$ cat config.mk
export PLATFORM = sky130hd
export DESIGN_NAME = pcie_crdt_tracker
export DESIGN_NICKNAME = d
export VERILOG_FILES = /design/src/rtl/pcie_crdt_tracker.sv
export SDC_FILE = /design/constraint.sdc
export NUM_CORES = 1
export LEC_CHECK = 0
export BUFFER_PORTS_ARGS = -buffer_cell sky130_fd_sc_hd__buf_2
export CORE_MARGIN = 2
export CORE_UTILIZATION = 60
export CTS_CLUSTER_DIAMETER = 40
export DETAILED_ROUTE_END_ITERATION = 16
export PLACE_DENSITY = 0.82
export SLEW_MARGIN = 25
export SYNTH_ARGS = -nofsm -noshare
export SYNTH_HDL_FRONTEND = slang
export SYNTH_SLANG_ARGS = --single-unit
$ cat constraint.sdc
create_clock -name clk -period 8.2 [get_ports clk]
set_input_delay 0.41 -clock clk [delete_from_list [all_inputs] [get_ports clk]]
set_output_delay 0.41 -clock clk [all_outputs]
set_load 0.01 [all_outputs]
$ cat src/rtl/pcie_crdt_tracker.sv
// PCIe flow-control credit tracker. Collects the link partner's initial P/NP/CPL
// header and data credits, then grants requests and tracks consumption and updates.
module pcie_crdt_tracker #(
  parameter int HDR_UPD_W  = 2,
  parameter int DATA_UPD_W = 4,
  parameter int CNT_W      = 16,
  parameter int REQ_DATA_W = 11
) (
  input  logic                  clk,
  input  logic                  rst,
  input  logic                  crdt_init_done,
  input  logic [5:0]            crdt_update,
  input  logic [HDR_UPD_W-1:0]  crdt_cnt_ph,
  input  logic [HDR_UPD_W-1:0]  crdt_cnt_nph,
  input  logic [HDR_UPD_W-1:0]  crdt_cnt_cplh,
  input  logic [DATA_UPD_W-1:0] crdt_cnt_pd,
  input  logic [DATA_UPD_W-1:0] crdt_cnt_npd,
  input  logic [DATA_UPD_W-1:0] crdt_cnt_cpld,
  input  logic                  req_vld,
  input  logic [1:0]            req_type,
  input  logic [REQ_DATA_W-1:0] req_data,
  output logic                  req_ack,
  output logic [6*CNT_W-1:0]    avail,
  output logic [5:0]            infinite,
  output logic                  ready,
  output logic                  err_ovf
);
  localparam int SUM_W = CNT_W + 1;
  localparam int CMP_W = (CNT_W > REQ_DATA_W) ? CNT_W : REQ_DATA_W;
  localparam logic [SUM_W-1:0] CNT_MAX = {1'b0, {CNT_W{1'b1}}};

  typedef enum logic [1:0] {IDLE = 2'd0, INIT = 2'd1, RUN = 2'd2} state_t;

  state_t                state_reg;
  state_t                state_next;
  logic [5:0][CNT_W-1:0] cnt_cur;
  logic [5:0][SUM_W-1:0] upd_amt;
  logic [5:0]            inf_cur;
  logic [5:0]            ovf_hit;
  logic [3:0]            type_ok;
  logic                  accumulate;
  logic                  enter_run;
  logic                  err_ovf_reg;

  // Counter index follows the crdt_update bit order: PH=5 ... CPLD=0.
  assign upd_amt[5] = crdt_update[5] ? SUM_W'(crdt_cnt_ph)   : '0;
  assign upd_amt[4] = crdt_update[4] ? SUM_W'(crdt_cnt_nph)  : '0;
  assign upd_amt[3] = crdt_update[3] ? SUM_W'(crdt_cnt_cplh) : '0;
  assign upd_amt[2] = crdt_update[2] ? SUM_W'(crdt_cnt_pd)   : '0;
  assign upd_amt[1] = crdt_update[1] ? SUM_W'(crdt_cnt_npd)  : '0;
  assign upd_amt[0] = crdt_update[0] ? SUM_W'(crdt_cnt_cpld) : '0;

  always_ff @(posedge clk or posedge rst) begin
    if (rst) begin
      state_reg <= IDLE;
    end else begin
      state_reg <= state_next;
    end
  end

  always_comb begin
    state_next = state_reg;
    case (state_reg)
      IDLE:    state_next = INIT;
      INIT:    if (crdt_init_done) state_next = RUN;
      RUN:     state_next = RUN;
      default: state_next = IDLE;
    endcase
  end

  always_comb begin
    ready   = (state_reg == RUN);
    req_ack = (state_reg == RUN) && req_vld && type_ok[req_type];
  end

  assign accumulate = (state_reg == INIT) || (state_reg == RUN);
  assign enter_run  = (state_reg == INIT) && crdt_init_done;

  genvar gi;
  generate
    for (gi = 0; gi < 3; gi++) begin : g_type
      localparam int HK = 5 - gi;
      localparam int DK = 2 - gi;
      assign type_ok[gi] = (inf_cur[HK] || (cnt_cur[HK] != '0)) &&
                           (inf_cur[DK] || (CMP_W'(cnt_cur[DK]) >= CMP_W'(req_data)));
    end

    for (gi = 0; gi < 6; gi++) begin : g_cnt
      localparam logic [1:0] TYPE = (gi >= 3) ? 2'(5 - gi) : 2'(2 - gi);
      logic [CNT_W-1:0] cnt_reg;
      logic [CNT_W-1:0] cnt_next;
      logic             inf_reg;
      logic [SUM_W-1:0] cons_amt;
      logic [SUM_W-1:0] sum;
      logic             hit;
      logic             ovf;

      assign hit = req_ack && (req_type == TYPE);
      if (gi >= 3) begin : g_hdr
        assign cons_amt = hit ? SUM_W'(1) : '0;
      end else begin : g_data
        // A grant implies req_data <= counter, so narrowing cannot lose bits.
        assign cons_amt = hit ? SUM_W'(req_data) : '0;
      end

      always_comb begin
        sum      = SUM_W'(cnt_reg) + upd_amt[gi] - cons_amt;
        cnt_next = cnt_reg;
        ovf      = 1'b0;
        if (accumulate && !inf_reg) begin
          if (sum > CNT_MAX) begin
            cnt_next = CNT_MAX[CNT_W-1:0];
            ovf      = 1'b1;
          end else begin
            cnt_next = sum[CNT_W-1:0];
          end
        end
      end

      always_ff @(posedge clk or posedge rst) begin
        if (rst) begin
          cnt_reg <= '0;
          inf_reg <= 1'b0;
        end else begin
          cnt_reg <= cnt_next;
          if (enter_run) inf_reg <= (cnt_next == '0);
        end
      end

      assign cnt_cur[gi] = cnt_reg;
      assign inf_cur[gi] = inf_reg;
      assign ovf_hit[gi] = ovf;
    end
  endgenerate

  assign type_ok[3] = 1'b0;

  always_ff @(posedge clk or posedge rst) begin
    if (rst) begin
      err_ovf_reg <= 1'b0;
    end else if (|ovf_hit) begin
      err_ovf_reg <= 1'b1;
    end
  end

  assign avail    = cnt_cur;
  assign infinite = inf_cur;
  assign err_ovf  = err_ovf_reg;
endmodule

# Word-level counts from Yosys, hierarchy flattened

Index checks and enable logic that the tools add are counted.

Word-level logic and storage cells: 121
Bits in registers: 105
Output and inout port bits: 105
Bits of input ports: 41

Mux-type cells: 40
Add/subtract/negate cells: 12
Reduce and logical (&&, ||, !) cells: 40
Equality and inequality tests: 5
Order comparisons: 10

Operators by type and width:

| operator                                                                          | number |
|---|---|
| 16-bit two-way mux                                                                | 12 |
| 17-bit by 16-bit greater-than comparator with 1-bit output, second input constant | 6 |
| 16-bit zero test                                                                  | 6 |
| 16-bit by 2-bit adder with 17-bit output                                          | 3 |
| 16-bit by 4-bit adder with 17-bit output                                          | 3 |
| 17-bit by 1-bit subtractor with 17-bit output                                     | 3 |
| 17-bit by 11-bit subtractor with 17-bit output                                    | 3 |
| 16-bit by 11-bit >= comparator with 1-bit output                                  | 3 |
| 16-bit nonzero test                                                               | 3 |
| 11-bit two-way mux                                                                | 3 |
| 1-bit two-way mux                                                                 | 16 |
| 1-bit logical AND                                                                 | 15 |
| 4-bit two-way mux                                                                 | 3 |
| 2-bit two-way mux                                                                 | 4 |
| 1-bit logical OR                                                                  | 7 |
| 1-bit zero test                                                                   | 6 |
| 2-bit one-hot mux with 3 select lines                                             | 1 |
| 6-bit OR reduction                                                                | 1 |
| 2-bit by 1-bit equality test with 1-bit output, second input constant             | 2 |
| 2-bit equality test, second input constant                                        | 2 |
| 2-bit zero test                                                                   | 2 |
| 2-bit by 3-bit < comparator with 1-bit output, second input constant              | 1 |
| 1-bit binary-select mux with 2-bit select                                         | 1 |
| 2-bit inequality test, second input constant                                      | 1 |

# Logic depth before layout (Yosys ltp)

Depth in word-level cells: 13
Depth in mapped cells: 27
Depth with buffers taken out: 26

# Worst setup path before layout

Ideal clock, no wire load.

Path kind: input to register
From: in req_data[9]
To: reg g_cnt[3].inf_reg
Stages on the path: 24
Slack: 1997 ps
Buffers on the path: 1
Data required time: 8108 ps
Arrival time: 6111 ps
Setup time: 92 ps
Cell sequence: inv_1 ha_1 a21o_1 a211o_1 o21ai_0 nand2_1 a21oi_1 or4_1 a2111oi_0 clkbuf_1 ha_1 inv_1 ha_1 fa_1 a211o_1 a311o_1 a221oi_2 a21oi_1 a211o_1 xnor2_4 a31oi_1 or4_1 or4_1 o31ai_2

Longest elaborated chain between the ends: 13

RTL lines:

| element                                                    | RTL line | text |
|---|---|---|
| start, declared                                            | 21       | `input logic [REQ_DATA_W-1:0] req_data,` |
| 16-bit by 11-bit >= comparator with 1-bit output           | 85       | `(inf_cur[DK] \|\| (CMP_W'(cnt_cur[DK]) >= CMP_W'(req_data)));` |
| 1-bit logical OR                                           | 85       |  |
| 1-bit logical AND                                          | 84       | `assign type_ok[gi] = (inf_cur[HK] \|\| (cnt_cur[HK] != '0)) &&` |
| 1-bit binary-select mux with 2-bit select *                | 73       | `req_ack = (state_reg == RUN) && req_vld && type_ok[req_type];` |
| 1-bit two-way mux (not written as such) *                  | 73       |  |
| 1-bit logical AND *                                        | 73       |  |
| 1-bit logical AND *                                        | 98       | `assign hit = req_ack && (req_type == TYPE);` |
| 1-bit two-way mux *                                        | 100      | `assign cons_amt = hit ? SUM_W'(1) : '0;` |
| 17-bit by 1-bit subtractor with 17-bit output *            | 107      | `sum = SUM_W'(cnt_reg) + upd_amt[gi] - cons_amt;` |
| 17-bit by 16-bit greater-than comparator with 1-bit output | 111      | `if (sum > CNT_MAX) begin` |
| 16-bit two-way mux *                                       | 111      |  |
| 16-bit two-way mux *                                       | 110      | `if (accumulate && !inf_reg) begin` |
| via g_cnt[3].cnt_next[14]                                  | 91       | `logic [CNT_W-1:0] cnt_next;` |
| 16-bit zero test *                                         | 126      | `if (enter_run) inf_reg <= (cnt_next == '0);` |
| end signal, assigned                                       | 126      |  |
| end, declared                                              | 92       | `logic inf_reg;` |

The timed path passes the listed nets; every way through them passes the cells marked *. The select of a mux whose other input is x is not followed.
A chain may end at the register's enable or synchronous reset.

# Worst setup path after layout

From: reg g_cnt[0].cnt_reg[0]
To: reg g_cnt[0].inf_reg

Longest elaborated chain between the ends: 13

RTL lines:

| element                                                    | RTL line | text |
|---|---|---|
| start, declared                                            | 90       | `logic [CNT_W-1:0] cnt_reg;` |
| start signal, assigned                                     | 125      | `cnt_reg <= cnt_next;` |
| 16-bit by 11-bit >= comparator with 1-bit output           | 85       |  |
| 1-bit logical OR                                           | 85       |  |
| 1-bit logical AND                                          | 84       |  |
| 1-bit binary-select mux with 2-bit select                  | 73       |  |
| 1-bit two-way mux (not written as such)                    | 73       |  |
| 1-bit logical AND                                          | 73       |  |
| 1-bit logical AND                                          | 98       |  |
| 11-bit two-way mux                                         | 103      | `assign cons_amt = hit ? SUM_W'(req_data) : '0;` |
| 17-bit by 11-bit subtractor with 17-bit output             | 107      |  |
| 17-bit by 16-bit greater-than comparator with 1-bit output | 111      |  |
| 16-bit two-way mux                                         | 111      |  |
| 16-bit two-way mux *                                       | 110      |  |
| 16-bit zero test *                                         | 126      |  |
| end signal, assigned                                       | 126      |  |
| end, declared                                              | 92       |  |

Mark *: on every way between the ends. The rest lies on a longest branch, timed or not. The select of a mux whose other input is x is not followed.

==> flow_summary.json <==
{
  "status": "finished, final reports clean",
  "maxCapViolations": 0,
  "finalNetCount": 1754,
  "cts.sinks": 105,
  "synthArstFlopShare": 1.00,
  "die_area_sq_um": 20100,
  "clk_pin_slew_worst_paths_ps": 80,
  "start_kind": "register",
  "slew_headroom": 0.369,
  "drt_pre_antenna_iters": 6,
  "tightest_slew_ps": 946,
  "rr_worst_depth": 27,
  "multi_input_area_sq_um": 8030,
  "remaining_drc_errors": 0,
  "port_buffers": 145,
  "wl_per_cell_um": 17.7,
  "rows": 50,
  "antenna_found_initial": 4,
  "track_usage": 0.308,
  "via_count": 10725,
  "clk_path_buf_depth": 2,
  "timing.fmax_mhz": 144,
  "core_sq_um": 18600,
  "synth_seq_cells": 105,
  "synth_top_area_frac": 0.231,
  "fillerInstances": 1585,
  "setup_viol": 0,
  "yosys.area.top_type": "dfrtp_1",
  "first_global_vias": 10247,
  "cts_made_buffers": 9,
  "yosysMostFrequentCell": "ha_1",
  "viasPerCell": 6.14,
  "ys_warn_count": 0,
  "arrival_ps": 7190,
  "postCtsSetupBuffers": 0,
  "globalplace.congestion": 1.00,
  "worstPathMaxFanout": 14,
  "syn_nets": 1625,
  "syn_inst": 1374,
  "timing_hold_violations_final": 0,
  "yosysSeqAreaShare": 0.231,
  "synth_top_cells_by_area": "dfrtp_1 23%, ha_1 21%, inv_1 5.1%, xnor2_1 4.7%, a21oi_1 4.7%",
  "ys.flop_type": "dfrtp_1",
  "period_share": 0.846,
  "post_cts_resized": 0,
  "die_h_um": 142,
  "rsz0062_at_grt": "false",
  "grt_pass1_wl_um": 49900,
  "fin_skew_ps": 14.8,
  "crit_type": "register to register",
  "synth_edf_count": 0,
  "clk_latency_ps": 370,
  "fin_crit_ps": 6940,
  "grt_overflow": 0,
  "end_kind": "register",
  "largest_register_ffs": 96,
  "synth_cell_types": 69,
  "hpwlAfterDp_um": 24700,
  "drtAntennaViolNets": 0,
  "cts_tree": "built",
  "min_path_type": "input pin to asynchronous set/reset pin",
  "io_pins": 146,
  "ff_latch_area_sq_um": 2630,
  "cts.htree.levels": 3,
  "drive_above_1_share": 0.127,
  "yosys-top-cells-count": "195 x ha_1, 155 x inv_1, 119 x nor2_1, 106 x a21oi_1, 105 x dfrtp_1",
  "root_buffer": "clkbuf_16",
  "cts_hold_buf": 0,
  "avgSynthCellArea_sq_um": 8.29,
  "drt_iter0_drc": 714,
  "die_w_um": 142,
  "syn2layout_area_growth_pct": 10.9,
  "grt_max_degree": 73,
  "routed_wl_um": 30900,
  "syn_area_sq_um": 11400,
  "crit_required_ps": 8450,
  "tns_ps": 0,
  "initial_core_util": 0.611,
  "drv_slew": 0
}
==> metal layers <==
layer	part of all wire	global-route usage	wire length [um]	up-vias
met2	0.46	0.509	14200	420
met3	0.083	0.0533	2570	71
met5	0.00042	0	13	-
li1	-	-	-	5180
met1	0.42	0.411	13100	5052
met4	0.031	0.105	963	2
==> area by class of cell <==
| type | count | area share |
|---|---|---|
| diodes | 4 | 0.000792 |
| clock buffers | 10 | 0.0181 |
| clock inverters | 6 | 0.00416 |
| inverters | 155 | 0.0463 |
| multi-input cells | 1076 | 0.635 |
| flip-flops and latches | 105 | 0.208 |
| well taps | 234 | 0.0232 |
| repair buffers | 156 | 0.0640 |
==> path summary, 6_finish.rpt <==
kind / slack [ps] / endpoint / startpoint
setup / recovery: 1260 / g_cnt[0].inf_reg$_DFFE_PP0P_ / g_cnt[0].cnt_reg[0]$_DFF_PP0_
hold / removal: 80 / g_cnt[4].cnt_reg[7]$_DFF_PP0_ / rst
setup reg to reg: 1260 / g_cnt[0].inf_reg$_DFFE_PP0P_ / g_cnt[0].cnt_reg[0]$_DFF_PP0_
hold reg to reg: 570 / g_cnt[5].cnt_reg[0]$_DFF_PP0_ / g_cnt[5].cnt_reg[0]$_DFF_PP0_
max in group asynchronous: 6800 / state_reg[1]$_DFFE_PP0P_ / rst
min in group clk: 400 / state_reg[0]$_DFFE_PP0P_ / crdt_init_done
==> placed cells by master, fill, tap and decap left out, types with 34 or more instances in the layout <==
cell / synthesis / final
ha_1: 195 / 195
inv_1: 155 / 154
buf_2: 0 / 145
nor2_1: 119 / 119
a21oi_1: 106 / 106
dfrtp_1: 105 / 105
nand2_1: 87 / 87
xnor2_1: 61 / 61
o21ai_0: 56 / 56
a31oi_1: 51 / 51
a21o_1: 40 / 40
nor3_1: 34 / 34
==> cell families (layout without fill, tap and decap cells) <==
group	Yosys count	after routing	synth area share
buffers and inverters	193	327	0.0656
and+or+nand+nor	391	391	0.169
adders and majority gates	210	210	0.241
AOI/OAI and AO/OA	387	387	0.224
DFF	105	105	0.231
other	0	4	0
muxes	5	5	0.00451
xor gates and xnor gates	83	83	0.0655
==> stage by stage <==
step / area, sq um / instances / util / setup WS (ps) / hold slack (ps)
2_1_floorplan: 11400 / 1374 / - / 2000 / 480
3_3_place_gp: 12300 / 1726 / 0.661 / 1420 / 471
3_5_place_dp: 12300 / 1726 / 0.661 / 1170 / 480
4_1_cts: 12600 / 1742 / 0.677 / 1330 / 92.1
5_1_grt: 12600 / 1744 / 0.677 / 644 / 121
6_report: 12600 / 1746 / 0.678 / 1260 / 76.8
==> worst max-delay path: stages, from the launching register on <==
cell and delay, ps:
dfrtp_1 380, inv_1 130, ha_1 250, nand2b_1 140
a21o_1 170, a21o_1 160, a21o_1 170, a21o_1 170
a21oi_1 130, nor2b_1 50, o21ai_0 280, a2111oi_2 180
buf_4 240, and2_1 170, fa_1 500, inv_1 70
fa_1 450, a21o_1 200, a221o_1 340, o21ai_0 300
a211oi_1 130, a2111oi_0 730, xnor2_1 200, buf_4 230
and2_0 290, a21boi_0 320, a31oi_1 130, o41ai_1 330
Power is not shown: default switching activity piles up to over one toggle a cycle in this logic, so the estimate is an artifact.
